File: src/rtl/delay_fifo_ctrl_if.sv
// Handshake bundle between the sampler/trigger control, the run/stop
// sequencer and the delay FIFO's valid pins.
interface delay_fifo_ctrl_if #(
   parameter int CNTW = 5,
   parameter int ACCW = 16
);
   logic            run_req;
   logic            stop_req;
   logic            src_valid;
   logic            fifo_valid_in;
   logic            fifo_valid_out;
   logic [CNTW-1:0] inflight;
   logic [ACCW-1:0] accepted;
   logic            busy;
   logic            drained;
   logic            err;

   // Driven by the sampler/trigger side and the FIFO model/instance.
   modport master (
      output run_req, stop_req, src_valid, fifo_valid_out,
      input  fifo_valid_in, inflight, accepted, busy, drained, err
   );

   // Seen by the sequencer itself.
   modport slave (
      input  run_req, stop_req, src_valid, fifo_valid_out,
      output fifo_valid_in, inflight, accepted, busy, drained, err
   );
endinterface

File: src/rtl/delay_fifo_ctrl.sv
// Run/stop sequencer for a fixed-latency delay FIFO. Gates sampler strobes
// into the FIFO, counts samples in flight, drains the pipe on stop and flags
// underflow or a drain that never completes. The FIFO itself is not reset,
// so a holdoff of DELAY cycles after reset keeps stale valids from counting.
module delay_fifo_ctrl #(
   parameter int DELAY = 3,
   parameter int CNTW  = 5,
   parameter int ACCW  = 16
) (
   input  logic               clk_i,
   input  logic               rst_i,
   delay_fifo_ctrl_if.slave   bus
);

   typedef enum logic [1:0] {
      ST_IDLE  = 2'd0,
      ST_RUN   = 2'd1,
      ST_DRAIN = 2'd2,
      ST_DONE  = 2'd3
   } state_t;

   localparam logic [CNTW-1:0] DELAY_C  = CNTW'(DELAY);
   localparam logic [CNTW-1:0] CNT_ONE  = CNTW'(1);
   localparam logic [ACCW-1:0] ACC_ONE  = ACCW'(1);
   localparam logic [ACCW-1:0] ACC_MAX  = '1;

   state_t          state_q, state_d;
   logic [CNTW-1:0] inflight_q, inflight_d;
   logic [CNTW-1:0] timer_q, timer_d;
   logic [ACCW-1:0] accepted_q, accepted_d;
   logic            err_q, err_d;
   logic            busy_q, drained_q;
   logic            valid_in;
   logic            active;

   // Strobes pass straight through only while running and not being stopped.
   assign valid_in = bus.src_valid & (state_q == ST_RUN) & ~bus.stop_req;
   assign active   = (state_q == ST_RUN) || (state_q == ST_DRAIN);

   // Next-state, counter and error logic.
   always_comb begin
      state_d    = state_q;
      inflight_d = inflight_q;
      timer_d    = timer_q;
      accepted_d = accepted_q;
      err_d      = err_q;

      // Outstanding-sample bookkeeping; validOut is meaningless outside RUN/DRAIN.
      if (active) begin
         if (valid_in && !bus.fifo_valid_out) begin
            inflight_d = inflight_q + CNT_ONE;
         end else if (!valid_in && bus.fifo_valid_out) begin
            if (inflight_q == '0) begin
               err_d = 1'b1;
            end else begin
               inflight_d = inflight_q - CNT_ONE;
            end
         end
      end

      if (valid_in && (accepted_q != ACC_MAX)) begin
         accepted_d = accepted_q + ACC_ONE;
      end

      case (state_q)
         ST_IDLE: begin
            if (bus.run_req && (timer_q == '0)) begin
               state_d    = ST_RUN;
               accepted_d = '0;
            end else if (timer_q != '0) begin
               timer_d = timer_q - CNT_ONE;
            end
         end
         ST_RUN: begin
            if (bus.stop_req) begin
               state_d = ST_DRAIN;
               timer_d = DELAY_C;
            end
         end
         ST_DRAIN: begin
            if (inflight_q == '0) begin
               state_d = ST_DONE;
            end else if (timer_q == '0) begin
               // Samples went missing inside the FIFO: give up and resync.
               err_d      = 1'b1;
               inflight_d = '0;
               state_d    = ST_DONE;
            end else begin
               timer_d = timer_q - CNT_ONE;
            end
         end
         ST_DONE: begin
            state_d = ST_IDLE;
         end
         default: begin
            state_d = ST_IDLE;
         end
      endcase
   end

   // State and counter registers; reset restarts the post-reset holdoff.
   always_ff @(posedge clk_i) begin
      if (rst_i) begin
         state_q    <= ST_IDLE;
         inflight_q <= '0;
         timer_q    <= DELAY_C;
         accepted_q <= '0;
         err_q      <= 1'b0;
         busy_q     <= 1'b0;
         drained_q  <= 1'b0;
      end else begin
         state_q    <= state_d;
         inflight_q <= inflight_d;
         timer_q    <= timer_d;
         accepted_q <= accepted_d;
         err_q      <= err_d;
         busy_q     <= (state_d == ST_RUN) || (state_d == ST_DRAIN);
         drained_q  <= (state_d == ST_DONE);
      end
   end

   assign bus.fifo_valid_in = valid_in;
   assign bus.inflight      = inflight_q;
   assign bus.accepted      = accepted_q;
   assign bus.busy          = busy_q;
   assign bus.drained       = drained_q;
   assign bus.err           = err_q;

endmodule

File: src/flat_wrapper.sv
// flat-port wrapper written by rule: the top's interface ports become plain ports
module delay_fifo_ctrl_flat 
#(
   parameter int DELAY = 3,
   parameter int CNTW  = 5,
   parameter int ACCW  = 16
)
  (clk_i, rst_i, bus_run_req, bus_stop_req, bus_src_valid, bus_fifo_valid_out, bus_fifo_valid_in, bus_inflight, bus_accepted, bus_busy, bus_drained, bus_err);
  delay_fifo_ctrl_if #(.CNTW(CNTW), .ACCW(ACCW)) bus_i ();
  input  logic clk_i;
  input  logic rst_i;
  input wire logic [$bits(bus_i.run_req)-1:0] bus_run_req;
  input wire logic [$bits(bus_i.stop_req)-1:0] bus_stop_req;
  input wire logic [$bits(bus_i.src_valid)-1:0] bus_src_valid;
  input wire logic [$bits(bus_i.fifo_valid_out)-1:0] bus_fifo_valid_out;
  output wire logic [$bits(bus_i.fifo_valid_in)-1:0] bus_fifo_valid_in;
  output wire logic [$bits(bus_i.inflight)-1:0] bus_inflight;
  output wire logic [$bits(bus_i.accepted)-1:0] bus_accepted;
  output wire logic [$bits(bus_i.busy)-1:0] bus_busy;
  output wire logic [$bits(bus_i.drained)-1:0] bus_drained;
  output wire logic [$bits(bus_i.err)-1:0] bus_err;
  assign bus_i.run_req = bus_run_req;
  assign bus_i.stop_req = bus_stop_req;
  assign bus_i.src_valid = bus_src_valid;
  assign bus_i.fifo_valid_out = bus_fifo_valid_out;
  assign bus_fifo_valid_in = bus_i.fifo_valid_in;
  assign bus_inflight = bus_i.inflight;
  assign bus_accepted = bus_i.accepted;
  assign bus_busy = bus_i.busy;
  assign bus_drained = bus_i.drained;
  assign bus_err = bus_i.err;
  delay_fifo_ctrl #(.DELAY(DELAY), .CNTW(CNTW), .ACCW(ACCW)) u_core (.clk_i(clk_i), .rst_i(rst_i), .bus(bus_i));
endmodule
File: config.mk
export PLATFORM = sky130hd
export DESIGN_NAME = delay_fifo_ctrl_flat
export DESIGN_NICKNAME = d
export VERILOG_FILES = /design/src/rtl/delay_fifo_ctrl_if.sv /design/src/rtl/delay_fifo_ctrl.sv /design/src/flat_wrapper.sv
export SDC_FILE = /design/constraint.sdc
export NUM_CORES = 1
export LEC_CHECK = 0
export ABC_AREA = 1
export CAP_MARGIN = 20
export CORE_MARGIN = 3
export CORE_UTILIZATION = 45
export DETAILED_ROUTE_END_ITERATION = 10
export PLACE_DENSITY = 0.67
export RECOVER_POWER = 25
export SLEW_MARGIN = 20
export SYNTH_ARGS = -nofsm -noshare
export SYNTH_HDL_FRONTEND = slang
export SYNTH_SLANG_ARGS = --single-unit
File: constraint.sdc
create_clock -name clk_i -period 1.9 [get_ports clk_i]
set_input_delay 0.19 -clock clk_i [delete_from_list [all_inputs] [get_ports clk_i]]
set_output_delay 0.19 -clock clk_i [all_outputs]
set_load 0.005 [all_outputs]
==> results.sh <==
export IMPL_outcome="finished clean"
export IMPL_holdPathStages=2
export IMPL_yosysTopAreaCellShare=0.316
export IMPL_layout_common_cells="nand2_1 (64), inv_1 (40), dfxtp_1 (31), nor2_1 (30), nand3_1 (19)"
export IMPL_crit_fanout=4
export IMPL_ys_types=32
export IMPL_vias_per_cell=4.85
export IMPL_cts_max_level=2
export IMPL_instances_no_fill=379
export IMPL_dp_slack_ns=0.0870
export IMPL_clk_latency_ns=0.29
export IMPL_slew_viol_final=0
export IMPL_numPortBuffers=30
export IMPL_die_w_microns=72.1
export IMPL_total_power_mw=2.62
export IMPL_cts_tree="yes"
export IMPL_drt_iter0_markers=81
export IMPL_cts_hold_buf=0
export IMPL_peakVddDrop_mv=0.574
export IMPL_final_common_cell="nand2_1"
export IMPL_die_area_sq_um=5190
export IMPL_synth_seq_cells=31
export IMPL_synth_top_flop_cell="dfxtp_1"
export IMPL_r2r_start="u_core.state_q[0]"
export IMPL_synth_cells=286
export IMPL_leakagePower_nw=1.11
export IMPL_wl_met1_microns=2160
export IMPL_hold_viol_final=0
export IMPL_grt_pass1_wl_microns=7540
export IMPL_pin_count=31
export IMPL_critPathArrivalTime_ns=1.65
export IMPL_r2r_slack_ns=0.16
export IMPL_start_util=0.477
export IMPL_dp_cells=369
export IMPL_path_clk_slew_ns=0.06
export IMPL_avgSynthCellArea_sq_um=6.86
export IMPL_top_layer_used="met4"
export IMPL_r2r_end="u_core.bus.busy"
export IMPL_hp_start="u_core.bus.err"
export IMPL_dpl_hpwl_microns=3220
export IMPL_synth_nets=302
export IMPL_ys_seq_area_frac=0.316
export IMPL_grt_max_degree=11
export IMPL_start_kind="flop"
export IMPL_wl_met2_microns=1860
export IMPL_vias=1839
export IMPL_drtPass1Iterations=4
export IMPL_grt_pass1_vias=1693
export IMPL_cap_violations=0
export IMPL_insertedDiodeCount=0
export IMPL_rr_worst_depth=9
export IMPL_synth_edf_count=0
export IMPL_max_slew_margin=0.806
export IMPL_fin_ws_ns=0.0616
export IMPL_synth_area_leaders="dfxtp_1 (32%), nand2_1 (12%), inv_1 (7.6%)"
export IMPL_async_reset_ff_frac=0
export IMPL_gp_congestion=0.792
export IMPL_ant_nets=0
export IMPL_setup_viol=0
export IMPL_die_y_microns=72.1
export IMPL_grt_usage=0.183
export IMPL_rows=23
export IMPL_skew_ns=0.00259
export IMPL_cp_required_ns=1.71
export IMPL_final_period_utilization=0.968
export IMPL_drc_errors=0
export IMPL_wire_per_inst_microns=11.2
export IMPL_p_per_area_nw_per_um2=1060
export IMPL_critPathCaptureType="output port"
export IMPL_drt_wl_total_microns=4230
export IMPL_yosys_warnings=0
export IMPL_netlist_area_sq_um=1960
export IMPL_max_slew_worst_pin_slew_ns=0.291
export IMPL_cts_buffers_inserted=5
export IMPL_max_freq_mhz=544
export IMPL_grt_antenna_before_repair=0
export IMPL_min_to="u_core.bus.err"
export IMPL_core_area_sq_um=4120
export IMPL_syn_to_final_growth_pct=26.4
export IMPL_grt_overflow_total=0
export IMPL_clockRootBuffer="clkbuf_8"
export IMPL_synth_area_leader_cell="dfxtp_1"
export IMPL_wl_met3_microns=144
export IMPL_worstHoldPathType="flop to flop"
export IMPL_clock_sinks=31
export IMPL_drive_gt1_frac=0.146
export IMPL_min_period_ns=1.84
export IMPL_crit_type="flop to output port"
export IMPL_cts_buffer_depth=2
export IMPL_nNetsFinal=345
[how the worst max path moves through the flow]
| stage | slack, ns | to | start | cells past startpoint |
|---|---|---|---|---|
| 3_3_place_gp | 0.15 | u_core.bus.busy | u_core.state_q[1] | 9 |
| 6_report | 0.06 | bus_fifo_valid_in | u_core.state_q[1] | 5 |
| 5_1_grt | -0.003 | bus_fifo_valid_in | u_core.state_q[1] | 5 |
| 2_1_floorplan | 0.35 | u_core.bus.busy | u_core.state_q[1] | 10 |
| 4_1_cts | 0.04 | bus_fifo_valid_in | u_core.state_q[1] | 5 |
| 3_5_place_dp | 0.09 | u_core.bus.busy | u_core.state_q[1] | 9 |
[state kept, by name, summed over array words and instances (netlist names)]
signal	flops
u_core.bus.drained	1
u_core.bus.accepted	16
u_core.bus.busy	1
u_core.bus.inflight	5
u_core.timer_q	5
u_core.bus.err	1
u_core.state_q	2
[report_power, final]
group	total (mW)	switching [mW]	internal, mW
clock network	0.535	0.251	0.284
registers	0.838	0.0784	0.760
logic	1.25	0.735	0.513
total	2.62	1.06	1.56
[per-layer routing]
layer / vias to the layer above / global-route usage
li1: 998 / -
met1: 807 / 0.246
met2: 27 / 0.284
met3: 7 / 0.0416
met4: 0 / 0.0772
met5: - / 0
[synth_stat cells, types with 2 or more instances]
cell type and n:
a21oi_1 18, nor2_2 8, nor2_4 6, nand2_1 64, buf_2 2, inv_2 2, nor3_1 3, o21ai_0 16
nand3_2 2, nand2_2 5, ha_1 10, dfxtp_1 31, nor2_1 30, nand4_1 5, xor2_1 4, xnor2_1 3
nand3_1 19, o21bai_1 2, o211ai_1 4, inv_1 40
[timing repair]
action / in CTS / in global routing
endpoints found under the setup margin: 1 / 2
pin swaps: 0 / 1
gates resized for setup: 2 / 1
buffers inserted: 1 / 2
cloned: 0 / 0
[worst max-delay path, stage by stage (launching register included)]
cell and delay [ns]:
dfxtp_1 0.33, inv_1 0.13, ha_4 0.16, nand2_2 0.06, nor2_4 0.15, clkdlybuf4s50_1 0.52
[final cells by class]
| type | instances | area, sq um |
|---|---|---|
| multi-input combinational | 207 | 1160 |
| clock buffer | 6 | 82.6 |
| clock inverter | 1 | 5.00 |
| inverter | 43 | 163 |
| fill | 397 | 1630 |
| sequential | 31 | 621 |
| timing repair buffer | 41 | 383 |
| tap | 50 | 62.6 |
[logic make-up after synthesis]
kind of cell               share of synthesized area
AOI/OAI and AO/OA                              0.121
and+or+nand+nor                                0.368
adders and majority gates                     0.0637
buffers and inverters                         0.0994
xor gates and xnor gates                      0.0312
DFF                                            0.316
[through the flow]
step	TNS [ns]	instance area [sq um]	hold WS [ns]	util
final	0	2480	0.485	0.603
after global routing	-0.00298	2480	0.501	0.603
after CTS	0	2460	0.484	0.598
after detailed placement	0	2350	0.474	0.572
after global placement	0	2350	0.461	0.572
after floorplan	0	1960	0.410	-
No activity file was read; power rests on OpenSTA's default activity.
